<file path="src/rtl/shift_alu_ctrl_pkg.sv">
// Shared types and constants for the shift/ALU command controller:
// FSM state encoding, command kinds and datapath operation codes.
package shift_alu_ctrl_pkg;

  typedef enum logic [1:0] {
    ST_IDLE    = 2'd0,
    ST_ISSUE   = 2'd1,
    ST_CAPTURE = 2'd2,
    ST_RESP    = 2'd3
  } state_e;

  localparam logic CMD_LOADI = 1'b0;
  localparam logic CMD_EXEC  = 1'b1;

  // Each code selects one ALU op and one shifter op; sel_out picks which result counts
  localparam logic [2:0] OP_PASS    = 3'd0;
  localparam logic [2:0] OP_ADD_ASR = 3'd1;
  localparam logic [2:0] OP_SUB_LSR = 3'd2;
  localparam logic [2:0] OP_AND_ROR = 3'd3;
  localparam logic [2:0] OP_OR_LSL  = 3'd4;
  localparam logic [2:0] OP_NOT_ROL = 3'd5;

endpackage

</file>
<file path="src/rtl/ctrl_regfile.sv">
// NREG x 8 operand register file: two asynchronous read ports,
// one synchronous write port, asynchronous clear.
module ctrl_regfile #(
  parameter int NREG = 4,
  parameter int AW   = 2
) (
  input  logic          clk,
  input  logic          rst_n,
  input  logic          we_i,
  input  logic [AW-1:0] waddr_i,
  input  logic [7:0]    wdata_i,
  input  logic [AW-1:0] raddr1_i,
  output logic [7:0]    rdata1_o,
  input  logic [AW-1:0] raddr2_i,
  output logic [7:0]    rdata2_o
);

  logic [7:0] mem_q [NREG];

  always_ff @(posedge clk or negedge rst_n) begin
    if (!rst_n) begin
      for (int i = 0; i < NREG; i++) mem_q[i] <= 8'd0;
    end else if (we_i) begin
      mem_q[waddr_i] <= wdata_i;
    end
  end

  // Reads see the pre-write contents during the write cycle
  assign rdata1_o = mem_q[raddr1_i];
  assign rdata2_o = mem_q[raddr2_i];

endmodule

</file>
<file path="src/rtl/shift_alu_ctrl.sv">
// Command controller that sequences an external shifter/ALU datapath:
// latches a command, presents operands, captures the result and responds.
module shift_alu_ctrl
  import shift_alu_ctrl_pkg::*;
#(
  parameter int NREG = 4,
  localparam int AW  = (NREG > 1) ? $clog2(NREG) : 1
) (
  input  logic          clk,
  input  logic          rst_n,
  input  logic          cmd_valid,
  output logic          cmd_ready,
  input  logic          cmd_kind,
  input  logic [AW-1:0] cmd_rd,
  input  logic [AW-1:0] cmd_rs1,
  input  logic [AW-1:0] cmd_rs2,
  input  logic [7:0]    cmd_imm,
  input  logic [2:0]    cmd_oper,
  input  logic          cmd_sel_out,
  input  logic          cmd_sel_shamt,
  input  logic [2:0]    cmd_shimm,
  output logic [7:0]    dp_inp1,
  output logic [7:0]    dp_inp2,
  output logic [2:0]    dp_shimm,
  output logic          dp_sel_shamt,
  output logic          dp_sel_out,
  output logic [2:0]    dp_oper,
  input  logic [7:0]    dp_out,
  output logic          rsp_valid,
  input  logic          rsp_ready,
  output logic [7:0]    rsp_data,
  output logic [AW-1:0] rsp_rd,
  output logic          busy
);

  typedef struct packed {
    logic          kind;
    logic [AW-1:0] rd;
    logic [AW-1:0] rs1;
    logic [AW-1:0] rs2;
    logic [7:0]    imm;
    logic [2:0]    oper;
    logic          sel_out;
    logic          sel_shamt;
    logic [2:0]    shimm;
  } cmd_t;

  state_e     state_q, state_d;
  cmd_t       cmd_q, cmd_d;
  logic [7:0] res_q, res_d;

  logic       rf_we;
  logic [7:0] rf_wdata;
  logic [7:0] rf_rdata1;
  logic [7:0] rf_rdata2;

  ctrl_regfile #(
    .NREG (NREG),
    .AW   (AW)
  ) u_regfile (
    .clk      (clk),
    .rst_n    (rst_n),
    .we_i     (rf_we),
    .waddr_i  (cmd_q.rd),
    .wdata_i  (rf_wdata),
    .raddr1_i (cmd_q.rs1),
    .rdata1_o (rf_rdata1),
    .raddr2_i (cmd_q.rs2),
    .rdata2_o (rf_rdata2)
  );

  always_ff @(posedge clk or negedge rst_n) begin
    if (!rst_n) begin
      state_q <= ST_IDLE;
      cmd_q   <= '0;
      res_q   <= 8'd0;
    end else begin
      state_q <= state_d;
      cmd_q   <= cmd_d;
      res_q   <= res_d;
    end
  end

  always_comb begin
    state_d      = state_q;
    cmd_d        = cmd_q;
    res_d        = res_q;
    cmd_ready    = 1'b0;
    busy         = 1'b1;
    rsp_valid    = 1'b0;
    rsp_data     = 8'd0;
    rsp_rd       = '0;
    rf_we        = 1'b0;
    rf_wdata     = 8'd0;
    dp_inp1      = 8'd0;
    dp_inp2      = 8'd0;
    dp_oper      = 3'd0;
    dp_sel_out   = 1'b0;
    dp_sel_shamt = 1'b0;
    dp_shimm     = 3'd0;

    // Operands are presented in ISSUE and held unchanged through the capture cycle
    if (state_q == ST_ISSUE || (state_q == ST_CAPTURE && cmd_q.kind == CMD_EXEC)) begin
      dp_inp1      = rf_rdata1;
      dp_inp2      = rf_rdata2;
      dp_oper      = cmd_q.oper;
      dp_sel_out   = cmd_q.sel_out;
      dp_sel_shamt = cmd_q.sel_shamt;
      dp_shimm     = cmd_q.shimm;
    end

    unique case (state_q)
      ST_IDLE: begin
        busy      = 1'b0;
        cmd_ready = 1'b1;
        if (cmd_valid) begin
          cmd_d = '{kind: cmd_kind, rd: cmd_rd, rs1: cmd_rs1, rs2: cmd_rs2,
                    imm: cmd_imm, oper: cmd_oper, sel_out: cmd_sel_out,
                    sel_shamt: cmd_sel_shamt, shimm: cmd_shimm};
          state_d = (cmd_kind == CMD_EXEC) ? ST_ISSUE : ST_CAPTURE;
        end
      end
      ST_ISSUE: begin
        state_d = ST_CAPTURE;
      end
      ST_CAPTURE: begin
        rf_we    = 1'b1;
        rf_wdata = (cmd_q.kind == CMD_EXEC) ? dp_out : cmd_q.imm;
        res_d    = rf_wdata;
        state_d  = ST_RESP;
      end
      ST_RESP: begin
        rsp_valid = 1'b1;
        rsp_data  = res_q;
        rsp_rd    = cmd_q.rd;
        if (rsp_ready) state_d = ST_IDLE;
      end
      default: state_d = ST_IDLE;
    endcase
  end

endmodule

</file>
<file path="config.mk">
export PLATFORM = sky130hd
export DESIGN_NAME = shift_alu_ctrl
export DESIGN_NICKNAME = d
export VERILOG_FILES = /design/src/rtl/shift_alu_ctrl_pkg.sv /design/src/rtl/ctrl_regfile.sv /design/src/rtl/shift_alu_ctrl.sv
export SDC_FILE = /design/constraint.sdc
export NUM_CORES = 1
export LEC_CHECK = 0
export BUFFER_PORTS_ARGS = -buffer_cell sky130_fd_sc_hd__buf_2
export CORE_MARGIN = 2
export CORE_UTILIZATION = 58
export CTS_CLUSTER_DIAMETER = 30
export DETAILED_ROUTE_END_ITERATION = 16
export PLACE_DENSITY = 0.95
export SLEW_MARGIN = 0
export SYNTH_ARGS = -nofsm -noshare
export SYNTH_HDL_FRONTEND = slang
export SYNTH_SLANG_ARGS = --single-unit
</file>
<file path="constraint.sdc">
create_clock -name clk -period 3.9 [get_ports clk]
set_input_delay 0.585 -clock clk [delete_from_list [all_inputs] [get_ports clk]]
set_output_delay 0.585 -clock clk [all_outputs]
set_load 0.1 [all_outputs]
</file>
==> metrics.md, run 1 <==
| Metric | Value |
|---|---|
| Flops & latches, synth | `65` |
| Most common cell after layout, fill and taps aside | `buf_2` |
| Layout cells sized above 1 | `41.1%` |
| # port buffers | `71` |
| DRT Pass-1 Iters | `4` |
| CTS Hold Bufs | `0` |
| Crit. End Element | `primary output` |
| Fin crit period | `3.05 ns` |
| Clock buffer depth | `2` |
| Worst R2R End | `u_regfile.mem_q[28]$_DFFE_PN0P_` |
| Clk sink count | `65` |
| Die ar. | `0.00611 sq mm` |
| Multiplexer share of the synthesized area | `23.2%` |
| Status | `complete, no violations` |
| Antenna violation net count after detailed routing | `0` |
| Post-synth EDFFs | `0` |
| Met2 usage | `38.3%` |
| Compound-gate portion of the synthesized area | `7.60%` |
| CTS tree | `yes` |
| # IOs | `72` |
| Pin count of the biggest net entering global routing | `51` |
| Clk slew on worst S/H paths | `0.07 ns` |
| Worst EP arrival | `2.46 ns` |
| Final Non-Filler Cells | `415` |
| Largest family of logic cells by synthesized area | `multiplexers` |
| RSZ-0062 raised after global routing | `no` |
| R2R Path Start | `state_q[0]$_DFFE_PN0P_` |
| Worst-Skew Late Latency | `0.34 ns` |
| Vert. Die Dim | `78.2 um` |
| CTS Root Cell | `clkbuf_8` |
| Synth Area in XOR/XNOR | `0%` |
| Max Cap Viol | `0` |
| First-pass GRT wire length | `10700 um` |
| N_diodes | `0` |
| Most frequent cells in the layout | `71 x buf_2, 65 x dfrtp_1, 41 x nand2_1` |
| # nets final | `377` |
| Synthesis warning total | `0` |
| Starting Density | `59.1%` |
| DR vias/cell | `5.46` |
| Syn nets | `309` |
| Startpoint types | `flop` |
| Met1 GRT Util | `30.1%` |
| # fillers | `410` |
| Detailed Route WL | `6630 um` |
| Final setup vio count | `0` |
| Max-slew headroom | `26.4%` |
| Gr ovfl total | `0` |
| Setup TNS | `0 ns` |
| Fmax | `328 MHz` |
| Initial antenna violation count | `0` |
| Total CTS buffers | `9` |
| Clock Skew | `0.00603 ns` |
| H-tree depth | `3` |
| Post-Synth Simple-Gate Area | `12.6%` |
| Routed wire per std cell | `16.0 um` |
| Gpl congestion | `0.796` |
| Inst Count DP | `399` |
| WS Path Type | `flop to primary output` |
| Via Count | `2266` |
| Adder-Cell Fraction of Synth Area | `1.57%` |
| Register area share after synthesis | `51.0%` |
| Mapped Area | `0.00319 sq mm` |
| Endpoints failing hold | `0` |
| Dominant register cell in the synthesized netlist | `dfrtp_1` |
| # Post-CTS Setup Buffers | `0` |
| Die W | `78.2 um` |
| Period utilization | `78.1%` |
| Synth async-reset ratio | `100%` |
| Post-synthesis cell type count | `22` |
| CP required | `3.31 ns` |
| Syn Inst Count | `270` |
| Setup slack, reg-to-reg | `1.62 ns` |
| Core Area | `0.00541 sq mm` |
| GRT Max-Usage Layer | `met2` |
| Grt met3 use | `6.44%` |
| # rows | `27` |
| Hold Path Class | `input pin to async pin` |
| Post-CTS sizing | `0` |
| Iteration-0 DRC Markers | `186` |
| All-layer global routing usage | `23.2%` |
| Post-Syn Area per Cell | `11.8 sq um` |
| Crit-path max FO | `24` |
| Reg2reg path depth | `5` |
| Synth-to-Final Area Change | `17.2%` |
| Final number of max-transition violations | `0` |
| Vias in the first global route | `2263` |
| DP HPWL | `4680 um` |
| Worst Tran Pin Value | `1.10 ns` |
| Drt drc | `0` |
| Hold slack | `0.459 ns` |
-- stage by stage --
step | worst slack, ns | utilization, % | area (sq um)
floorplan | 0.341 | - | 3190
global placement | 1.35 | 66.0 | 3570
detailed placement | 1.22 | 66.0 | 3570
CTS | 0.856 | 69.2 | 3740
global route | 0.689 | 69.2 | 3740
finish | 0.854 | 69.2 | 3740
-- kinds of logic (layout without fill, tap and decap cells) --
kind of cell / after synthesis / after routing
AND/OR/NAND/NOR: 80 / 80
flip-flops: 65 / 65
multiplexers: 50 / 50
AO/OA/AOI/OAI: 43 / 43
buffers and inverters: 28 / 101
adder cells (fa/ha/maj): 4 / 4
-- Yosys cell counts, types with 3 or more instances --
cell type | instances | share of area (%)
dfrtp_1 | 65 | 51
nand2_1 | 41 | 4.8
o21ai_0 | 33 | 5.2
mux2_2 | 31 | 11
and2b_1 | 17 | 4.0
mux4_2 | 16 | 11
inv_1 | 11 | 1.3
buf_2 | 8 | 1.3
nor2_1 | 8 | 0.94
nor2b_1 | 8 | 1.6
o21ai_2 | 7 | 1.9
clkbuf_1 | 6 | 0.71
ha_1 | 4 | 1.6
mux2i_1 | 3 | 0.94
-- worst max path at each step --
stage / startpoint / endpoint / slack [ns] / depth (start not counted)
detailed placement: state_q[0]$_DFFE_PN0P_ / dp_inp2[6] / 1.22 / 6
global route: state_q[0]$_DFFE_PN0P_ / dp_inp1[7] / 0.69 / 6
floorplan: state_q[0]$_DFFE_PN0P_ / rsp_data[7] / 0.34 / 3
global placement: state_q[0]$_DFFE_PN0P_ / dp_oper[0] / 1.35 / 6
finish: state_q[0]$_DFFE_PN0P_ / dp_inp2[6] / 0.85 / 6
CTS: state_q[0]$_DFFE_PN0P_ / dp_inp2[6] / 0.86 / 6
-- registers in the layout, summed over array words and instances, names as in the netlist --
register,cells
u_regfile.mem_q,32
cmd_q,23
res_q,8
state_q,2
-- layout make-up --
class / instances / area [sq um] / share of cell area [%]
Clock buffer: 13 / 159 / 4.25
Timing Repair Buffer: 73 / 370 / 9.90
Inverter: 12 / 45.0 / 1.20
Multi-Input combinational cell: 177 / 1440 / 38.4
Tap cell: 72 / 90.1 / 2.41
Sequential cell: 65 / 1630 / 43.5
Clock inverter: 3 / 15.0 / 0.401
-- critical path, stage by stage (launching register included) --
cell     delay [ns]
dfrtp_1        0.41
inv_1          0.12
ha_1           0.56
a21oi_1        0.16
buf_4          0.23
and2b_1        0.22
buf_2          0.42
-- layer usage --
layer	up-vias	part of all wire, %
met5	-	0
met4	0	1.3
met3	11	5.7
met2	90	52
met1	1100	41
li1	1065	-
Power of run 1 is left out: the tool's default activity adds up to more than one toggle a clock period on the data nets, which glitch-free logic cannot reach.
==> run 2: changes to the inputs <==
CORE_UTILIZATION = 49   (was 58)
PLACE_DENSITY = 0.88   (was 0.95)
clock period = 2.51 ns   (was 3.9 ns; I/O delays follow)
==> metrics.md, run 2 (synthesized netlist as in run 1, its figures left out) <==
| Metric | Value |
|---|---|
| H-tree depth | `3` |
| Detailed Route WL | `6780 um` |
| N_diodes | `0` |
| Largest Register | `u_regfile.mem_q` |
| Synth-to-Final Area Change | `22.6%` |
| Via Count | `2241` |
| # nets final | `379` |
| Clk sink count | `65` |
| Total CTS buffers | `9` |
| CTS Root Cell | `clkbuf_8` |
| Startpoint types | `flop` |
| Period utilization | `94.2%` |
| Pin count of the biggest net entering global routing | `39` |
| WL met2 | `3440 um` |
| RSZ-0062 raised after global routing | `no` |
| Worst Tran Pin Value | `0.717 ns` |
| Clk slew on worst S/H paths | `0.07 ns` |
| DP HPWL | `4880 um` |
| Highest Signal Layer | `met4` |
| Hold Path Class | `input pin to async pin` |
| # IOs | `72` |
| Crit. End Element | `primary output` |
| Initial antenna violation count | `0` |
| Gpl congestion | `0.791` |
| Worst-Skew Late Latency | `0.34 ns` |
| WS Path Type | `flop to primary output` |
| Setup WS pre-CTS | `0.401 ns` |
| CP required | `2.13 ns` |
| Final number of max-transition violations | `0` |
| # fillers | `524` |
| Gr ovfl total | `0` |
| Core Area | `0.00631 sq mm` |
| Routed wire per std cell | `16.1 um` |
| Worst EP arrival | `1.99 ns` |
| Vert. Die Dim | `84.7 um` |
| M1 wire length | `2880 um` |
| Clock buffer depth | `2` |
| Layout cells sized above 1 | `45.8%` |
| Starting Density | `50.6%` |
| Antenna violation net count after detailed routing | `0` |
| CTS Hold Bufs | `0` |
| DR vias/cell | `5.31` |
| Top flop regs | `u_regfile.mem_q (32), cmd_q (23), res_q (8)` |
| Setup TNS | `0 ns` |
| Max Cap Viol | `0` |
| # port buffers | `71` |
| Most common cell after layout, fill and taps aside | `buf_2` |
| Fmax | `423 MHz` |
| All-layer global routing usage | `21.1%` |
| Status | `complete, no violations` |
| Worst setup margin | `0.145 ns` |
| Max reg flops | `32` |
| Fin crit period | `2.36 ns` |
| First-pass GRT wire length | `11700 um` |
| Most frequent cells in the layout | `71 x buf_2, 63 x dfrtp_1, 41 x nand2_1` |
| Crit-path max FO | `24` |
| CTS tree | `yes` |
| DRT Pass-1 Iters | `4` |
| Drt drc | `0` |
| # rows | `29` |
| Max-slew headroom | `52.2%` |
| Iteration-0 DRC Markers | `104` |
| Final setup vio count | `0` |
| Vias in the first global route | `2368` |
| Met3 wire len | `311 um` |
| Clock Skew | `0.00696 ns` |
| Die W | `84.7 um` |
| Die ar. | `0.00718 sq mm` |
| Endpoints failing hold | `0` |
==> run 2: cell types whose count changed in the layout (fill, tap and decap cells not counted), moves of 2 or more <==
cell       previous run  this run
ha_1                  4         2
bufinv_16             0         3
dfrtp_1              65        63
ha_2                  0         2
clkbuf_1              2         0
nor2_4                0         8
nor2_1                8         0
dfrtp_2               0         2
==> run 2: final timing paths <==
kind | start | to | slack, ns | depth (start not counted)
hold reg to reg | cmd_q[2]$_DFFE_PN0P_ | cmd_q[2]$_DFFE_PN0P_ | 0.50 | 1
max in group asynchronous | rst_n | u_regfile.mem_q[22]$_DFFE_PN0P_ | 1.83 | 2
hold / removal | rst_n | cmd_q[14]$_DFFE_PN0P_ | 0.05 | 1
setup reg to reg | state_q[0]$_DFFE_PN0P_ | u_regfile.mem_q[26]$_DFFE_PN0P_ | 0.47 | 6
setup / recovery | state_q[0]$_DFFE_PN0P_ | dp_inp1[7] | 0.15 | 6
min in group clk | cmd_rs1[1] | cmd_q[19]$_DFFE_PN0P_ | 0.26 | 2
==> run 2: worst max-delay path, stage by stage, from the launching register on <==
cell and delay, ns:
dfrtp_1 0.41, inv_1 0.12, ha_1 0.18, a21oi_1 0.07, buf_4 0.22, and2b_1 0.21, buf_2 0.43
==> run 2: timing repair <==
| action | 4_1_cts | 5_1_grt |
|---|---|---|
| buffers inserted | 0 | 0 |
| gates resized for setup | 0 | 2 |
| endpoints found under the setup margin | 0 | 14 |
==> run 2: per-stage QoR <==
step                      cell area [sq um]  instances  util [%]  hold WS [ns]
final                                  3910        422      62.0        0.0498
after global routing                   3910        422      62.0        0.0952
after CTS                              3910        422      61.9        0.0587
after detailed placement               3670        406      58.1         0.433
after global placement                 3670        406      58.1         0.427
after floorplan                        3260        270         -        0.0809
==> run 2: per-layer routing <==
| metal | vias up | global-route usage (%) |
|---|---|---|
| li1 | 1069 | - |
| met3 | 13 | 3.05 |
| met1 | 1098 | 28.2 |
| met4 | 0 | 9.24 |
| met2 | 61 | 34.8 |
| met5 | - | 0 |
==> run 2: layout make-up <==
cell class,instances,area (sq um),area share (%)
clock inverters,6,105,2.69
repair buffers,75,398,10.2
multi-input cells,177,1500,38.3
clock buffers,10,138,3.52
inverters,12,46.3,1.18
well taps,77,96.3,2.46
flip-flops and latches,65,1630,41.6
Power of run 2 is left out for the same reason.
